==> config.mk <==
export PLATFORM = sky130hd
export DESIGN_NAME = hub75_capture_flat
export DESIGN_NICKNAME = d
export VERILOG_FILES = /design/src/rtl/hub75_capture_if.sv /design/src/rtl/hub75_capture.sv /design/src/flat_wrapper.sv
export SDC_FILE = /design/constraint.sdc
export NUM_CORES = 2
export LEC_CHECK = 0
export CAP_MARGIN = 40
export CORE_MARGIN = 2
export CORE_UTILIZATION = 30
export DETAILED_ROUTE_END_ITERATION = 16
export PLACE_DENSITY = 0.52
export SLEW_MARGIN = 20
export SYNTH_ARGS = -nofsm -noshare
export SYNTH_HDL_FRONTEND = slang
export SYNTH_SLANG_ARGS = --single-unit
==> constraint.sdc <==
create_clock -name clk -period 3.2 [get_ports clk]
set_input_delay 0.48 -clock clk [delete_from_list [all_inputs] [get_ports clk]]
set_output_delay 0.48 -clock clk [all_outputs]
set_load 0.05 [all_outputs]
==> src/rtl/hub75_capture_if.sv <==
// HUB75 panel link: shift clock, two colour triplets, row-pair address, latch and blanking.
// master is the panel driver, slave is the receiving panel end.
interface hub75_capture_if;
  logic       clko;
  logic       R1;
  logic       G1;
  logic       B1;
  logic       R2;
  logic       G2;
  logic       B2;
  logic [3:0] ABCD;
  logic       La;
  logic       En;

  modport master (output clko, R1, G1, B1, R2, G2, B2, ABCD, La, En);
  modport slave  (input  clko, R1, G1, B1, R2, G2, B2, ABCD, La, En);
endinterface

==> src/rtl/hub75_capture.sv <==
// HUB75 panel receiver: deserializes the shift stream into a frame store, exposes a
// registered pixel read port and sticky protocol-error flags.
module hub75_capture #(
  parameter int unsigned COLS     = 32,
  parameter int unsigned ROWPAIRS = 16
) (
  input  logic                          clk,
  input  logic                          rst,
  hub75_capture_if.slave                panel,
  input  logic [$clog2(2*ROWPAIRS)-1:0] rd_row,
  input  logic [$clog2(COLS)-1:0]       rd_col,
  output logic [2:0]                    rd_rgb,
  output logic                          frame_done,
  output logic                          len_err,
  output logic                          blank_err,
  input  logic                          err_clr
);

  localparam int unsigned Rows = 2 * ROWPAIRS;
  localparam int unsigned RowW = $clog2(Rows);
  localparam int unsigned CntW = $clog2(COLS + 2);

  typedef logic [COLS-1:0][2:0] row_t;

  logic            clko_q, clko_d, clko_q2, clko_d2;
  logic            la_q, la_d, la_q2, la_d2;
  logic            en_q, en_d;
  logic [3:0]      abcd_q, abcd_d;
  logic [2:0]      rgb1_q, rgb1_d, rgb2_q, rgb2_d;
  row_t            upper_q, upper_d, lower_q, lower_d;
  logic [CntW-1:0] cnt_q, cnt_d;
  row_t [Rows-1:0] frame_q, frame_d;
  logic            done_pend_q, done_pend_d;
  logic            frame_done_q, frame_done_d;
  logic            len_err_q, len_err_d;
  logic            blank_err_q, blank_err_d;
  logic [2:0]      rd_rgb_q, rd_rgb_d;

  logic            shift_rise, latch_rise, row_ok, len_set, blank_set;
  logic [RowW-1:0] wr_up, wr_lo;

  always_comb begin
    clko_d  = panel.clko;
    la_d    = panel.La;
    en_d    = panel.En;
    abcd_d  = panel.ABCD;
    rgb1_d  = {panel.R1, panel.G1, panel.B1};
    rgb2_d  = {panel.R2, panel.G2, panel.B2};
    clko_d2 = clko_q;
    la_d2   = la_q;

    shift_rise = clko_q & ~clko_q2;
    latch_rise = la_q & ~la_q2;
    row_ok     = 32'(abcd_q) < ROWPAIRS;
    wr_up      = RowW'(abcd_q);
    wr_lo      = wr_up + RowW'(ROWPAIRS);

    // Newest pixel enters the top column; the first one shifted ends at column 0.
    upper_d = upper_q;
    lower_d = lower_q;
    if (shift_rise) begin
      upper_d = {rgb1_q, upper_q[COLS-1:1]};
      lower_d = {rgb2_q, lower_q[COLS-1:1]};
    end

    cnt_d = cnt_q;
    if (latch_rise) begin
      cnt_d = shift_rise ? CntW'(1) : '0;
    end else if (shift_rise && cnt_q != CntW'(COLS + 1)) begin
      cnt_d = cnt_q + CntW'(1);
    end

    // Latch stores the pre-shift contents even if a shift lands in the same cycle.
    frame_d = frame_q;
    if (latch_rise && row_ok) begin
      frame_d[wr_up] = upper_q;
      frame_d[wr_lo] = lower_q;
    end

    done_pend_d  = latch_rise && (32'(abcd_q) == ROWPAIRS - 1);
    frame_done_d = done_pend_q;

    len_set     = latch_rise && (cnt_q != CntW'(COLS) || !row_ok);
    blank_set   = la_q & ~en_q;
    len_err_d   = len_set | (len_err_q & ~err_clr);
    blank_err_d = blank_set | (blank_err_q & ~err_clr);

    rd_rgb_d = 3'b000;
    if (32'(rd_row) < Rows && 32'(rd_col) < COLS) begin
      rd_rgb_d = frame_q[rd_row][rd_col];
    end
  end

  always_ff @(posedge clk or negedge rst) begin
    if (!rst) begin
      clko_q       <= 1'b0;
      clko_q2      <= 1'b0;
      la_q         <= 1'b0;
      la_q2        <= 1'b0;
      en_q         <= 1'b0;
      abcd_q       <= '0;
      rgb1_q       <= '0;
      rgb2_q       <= '0;
      upper_q      <= '0;
      lower_q      <= '0;
      cnt_q        <= '0;
      frame_q      <= '0;
      done_pend_q  <= 1'b0;
      frame_done_q <= 1'b0;
      len_err_q    <= 1'b0;
      blank_err_q  <= 1'b0;
      rd_rgb_q     <= '0;
    end else begin
      clko_q       <= clko_d;
      clko_q2      <= clko_d2;
      la_q         <= la_d;
      la_q2        <= la_d2;
      en_q         <= en_d;
      abcd_q       <= abcd_d;
      rgb1_q       <= rgb1_d;
      rgb2_q       <= rgb2_d;
      upper_q      <= upper_d;
      lower_q      <= lower_d;
      cnt_q        <= cnt_d;
      frame_q      <= frame_d;
      done_pend_q  <= done_pend_d;
      frame_done_q <= frame_done_d;
      len_err_q    <= len_err_d;
      blank_err_q  <= blank_err_d;
      rd_rgb_q     <= rd_rgb_d;
    end
  end

  assign rd_rgb     = rd_rgb_q;
  assign frame_done = frame_done_q;
  assign len_err    = len_err_q;
  assign blank_err  = blank_err_q;

endmodule

==> src/flat_wrapper.sv <==
// flat-port wrapper written by rule: the top's interface ports become plain ports
module hub75_capture_flat 
#(
  parameter int unsigned COLS     = 32,
  parameter int unsigned ROWPAIRS = 16
)
  (clk, rst, rd_row, rd_col, rd_rgb, frame_done, len_err, blank_err, err_clr, panel_clko, panel_R1, panel_G1, panel_B1, panel_R2, panel_G2, panel_B2, panel_ABCD, panel_La, panel_En);
  hub75_capture_if panel_i ();
  input  logic clk;
  input  logic rst;
  input  logic [$clog2(2*ROWPAIRS)-1:0] rd_row;
  input  logic [$clog2(COLS)-1:0] rd_col;
  output logic [2:0] rd_rgb;
  output logic frame_done;
  output logic len_err;
  output logic blank_err;
  input  logic err_clr;
  input wire logic [$bits(panel_i.clko)-1:0] panel_clko;
  input wire logic [$bits(panel_i.R1)-1:0] panel_R1;
  input wire logic [$bits(panel_i.G1)-1:0] panel_G1;
  input wire logic [$bits(panel_i.B1)-1:0] panel_B1;
  input wire logic [$bits(panel_i.R2)-1:0] panel_R2;
  input wire logic [$bits(panel_i.G2)-1:0] panel_G2;
  input wire logic [$bits(panel_i.B2)-1:0] panel_B2;
  input wire logic [$bits(panel_i.ABCD)-1:0] panel_ABCD;
  input wire logic [$bits(panel_i.La)-1:0] panel_La;
  input wire logic [$bits(panel_i.En)-1:0] panel_En;
  assign panel_i.clko = panel_clko;
  assign panel_i.R1 = panel_R1;
  assign panel_i.G1 = panel_G1;
  assign panel_i.B1 = panel_B1;
  assign panel_i.R2 = panel_R2;
  assign panel_i.G2 = panel_G2;
  assign panel_i.B2 = panel_B2;
  assign panel_i.ABCD = panel_ABCD;
  assign panel_i.La = panel_La;
  assign panel_i.En = panel_En;
  hub75_capture #(.COLS(COLS), .ROWPAIRS(ROWPAIRS)) u_core (.clk(clk), .rst(rst), .panel(panel_i), .rd_row(rd_row), .rd_col(rd_col), .rd_rgb(rd_rgb), .frame_done(frame_done), .len_err(len_err), .blank_err(blank_err), .err_clr(err_clr));
endmodule
==> results.md <==
* Most frequent cells in the layout: 3,291 x dfrtp_1, 3,082 x mux2_2, 648 x nand2_1
* # setup viols final at 0
* Final Hold Viols at 0
* Vias per cell at 5.25
* Initial antenna violation count at 16
* Post-DP HPWL at 312 mm
* First-pass detailed-route iteration total at 7
* Critical Path Start Type: primary input
* Clock slew at reported path FFs at 60 ps
* XOR/XNOR Fraction of Synth Area at 0.000179
* Clk_skew at roughly 73 ps
* Synth unique cells at 71
* Gpl congestion at approximately 0.81
* Slew Viols, Final at 0
* Leak at 83.8 nW
* Die area at 496,000 µm²
* Worst Tran Pin Value at between 900 and 1000 ps
* Simple-gate share of the synthesized area at 0.0261
* Row count at 257
* CTS tree: yes
* Ys Warns at 0
* Global-route wire length before repair at 702 mm
* Vias in the first global route at 96,600
* Hold WC Path Type: primary input to flip-flop
* Die Wd at 704 µm
* Crit path max-delay family: buffers and inverters
* WL/cell at between 20 and 30 µm
* Compound-cell area share of the yosys netlist at 0.0289
* Area delta synth->final at 18.5%
* Slowest cell on the critical path: nor3_1
* Post-synth EDFFs at 0
* Post-synthesis adder-cell area fraction at 0.000255
* # IOs at 32
* Worst endpoint required time at ~4100 ps
* Sink Count at 3,292
* Residual DRC at 0
* FFs w/ async S/R, synth at 1.00
* Maximum fanout along the worst path at 24
* Fin crit share at 0.955
* Crit Path Category: primary input to flip-flop
* 1st-iter DRT viols at 6,046
* Critical Path, Cell by Cell: buf_8, buf_12, buf_4, nand2_4, buf_12, buf_12, buf_4, o22ai_1, a211oi_1, nor3_1, o21ai_0, buf_2, buf_4, a21oi_1, o311ai_1, nand4_1
* CP endpoint kind: flip-flop
* Commonest non-fill, non-tap cell in the layout: dfrtp_1
* Worst Path Buf+Inv at 8
* Maximum number of pins on one net before global-route repair at 132
* H-tree depth at 5
* Setup ws final at 145 ps
* Syn_area_per_cell at 15.1 µm²
* Port-buffer cells at 31
* Post-Synthesis Cells at just under 10,000
* Layout cell share with drive strength beyond 1 at 0.500
* Clock insertion delay at the later pin of the skew report at 990 ps
* Pwr dens at ~560 nW/µm²
* Slew HR at 0.344
* RSZ-0062 raised after global routing: no
* Status: complete, no violations
* Fin crit period at around 3100 ps
* Synth top area share at 0.560
* GRT Residual Overflow at 0
* Clock Path Buffers at 4
* CTS root buf: clkbuf_16
* Final wirelength at 479 mm
* DIE HEIGHT at 704 µm
* Final core utilization at 0.356
* Final ANT Viol Nets at 0
* Total GRT Usage at 0.190
* Post-CTS Setup Bufs at 0
* Cell Area, Synth at 147,000 µm²
* Min Hold Slack at 77.7 ps
* FF+latch count, synth at 3,292
* Post-synthesis sequential area ratio at 0.560
* Crit path DAT at 3910 ps
* Largest family of logic cells by synthesized area: multiplexers
* Mux cell area share after synthesis at 0.356
* Max-cap violations at 0
* Post-layout nets at 10,200
* Core Region at 489,000 µm²
* Slowest stage delay, CP at 420 ps
* Ys flop type: dfrtp_1
* Initial Utilization at 0.301
* Top post-synthesis cells by area: dfrtp_1 56%, mux2_2 24%, mux4_2 9.6%, mux2i_1 2.4%, clkbuf_1 1.7%
* Worst vdd ir at 0.403 mV
* Synth area leader: dfrtp_1
* Fillers at 46,200
* Inserted Clock Buffers at roughly 370
* Synthesized Nets at 9,770
* Fmax at 327 MHz
* Setup WS pre-CTS at -1020 ps
* Via count at approximately 89,000
-- registers in the layout (all words and copies together), names as in the netlist, 3 cells and up --
signal / count
u_core.abcd_q: 4
u_core.cnt_q: 6
u_core.frame_q: 3072
u_core.lower_q: 96
u_core.rd_rgb: 3
u_core.rgb1_q: 3
u_core.rgb2_q: 3
u_core.upper_q: 96
-- what timing repair did --
item	4_1_cts	5_1_grt
setup endpoints to repair	2	2
resized for setup	2	3
gates cloned	0	0
hold buffers	11	0
endpoints found under the hold margin	95	0
-- worst paths after layout --
check / start / to / slack [ps] / depth (start not counted)
min in group asynchronous: rst / u_core.frame_q[1075]$_DFFE_PN0P_ / 190 / 2
max in group asynchronous: rst / u_core.frame_q[2242]$_DFFE_PN0P_ / 1540 / 5
hold / removal: panel_ABCD[1] / u_core.abcd_q[1]$_DFF_PN0_ / 80 / 1
hold reg to reg: u_core.done_pend_q$_DFF_PN0_ / u_core.frame_done$_DFF_PN0_ / 350 / 0
setup reg to reg: u_core.frame_q[732]$_DFFE_PN0P_ / u_core.rd_rgb[0]$_DFF_PN0_ / 160 / 10
setup / recovery: rd_row[1] / u_core.rd_rgb[1]$_DFF_PN0_ / 150 / 16
-- cell usage after synthesis, types with 4 or more instances --
cell type	count
dfrtp_1	3292
mux2_2	3082
clkbuf_1	665
nand2_1	658
mux4_2	628
mux2i_1	350
o221ai_1	125
a21oi_1	108
o22ai_1	81
a22oi_1	78
buf_2	69
buf_6	62
o21ai_0	61
nor2_1	60
nor3_1	54
nand3_1	26
a221oi_1	25
a22o_1	24
nor2b_1	23
buf_4	22
a211oi_1	21
buf_1	21
buf_8	21
nor4_1	20
nand2b_1	13
nand4_1	12
o211ai_1	11
a32oi_1	10
and2_1	8
or3_1	8
inv_1	7
a211o_1	6
a31oi_1	6
buf_12	6
a2111oi_0	5
and3_1	5
nor4bb_1	4
o2bb2ai_1	4
-- cell families after synthesis --
group / count (synthesis)
compound gates: 596
xor+xnor: 3
fa+ha+maj: 3
buf+inv: 876
flops: 3292
mux: 4062
simple gates: 909
-- stage by stage --
step	cell area, µm²	power (mW)	setup TNS (ps)	instances
finish	174000	98.3	0	17000
global route	174000	102	0	17000
CTS	174000	99.2	0	17000
detailed placement	162000	55.0	-2290	16300
global placement	161000	54.4	-2900	16300
floorplan	147000	50.3	0	9741
-- worst register-to-register path, delay by kind of cell (launching register included) --
kind / cells / cell delay (ps)
and+or+nand+nor: 2 / 180
DFF: 1 / 390
buffers and inverters: 3 / 480
AOI/OAI and AO/OA: 3 / 940
muxes: 2 / 940
-- area by class of cell --
type	count	area (µm²)	share of cell area
clock buffers	567	11200	0.0643
well taps	6475	8100	0.0464
clock inverters	103	1360	0.00778
repair buffers	942	10500	0.0604
diodes	9	22.5	0.000129
multi-input cells	5573	60800	0.348
flip-flops and latches	3292	82400	0.472
inverters	10	48.8	0.000280
-- report_power, final --
group,internal (mW),total (mW),switching [mW]
clock,26.2,44.0,17.8
sequential,43.7,46.0,2.25
combinational,3.88,8.25,4.37
-- per-layer routing --
layer / wire (µm) / share of wire / up-vias / GRT usage
met5: 25 / 0.000052 / - / 0
met2: 233000 / 0.49 / 2016 / 0.319
met3: 20900 / 0.044 / 683 / 0.0256
met4: 13800 / 0.029 / 4 / 0.0518
met1: 211000 / 0.44 / 49400 / 0.257
li1: - / - / 36900 / -
Note: power is estimated with default switching activity, not from simulation.
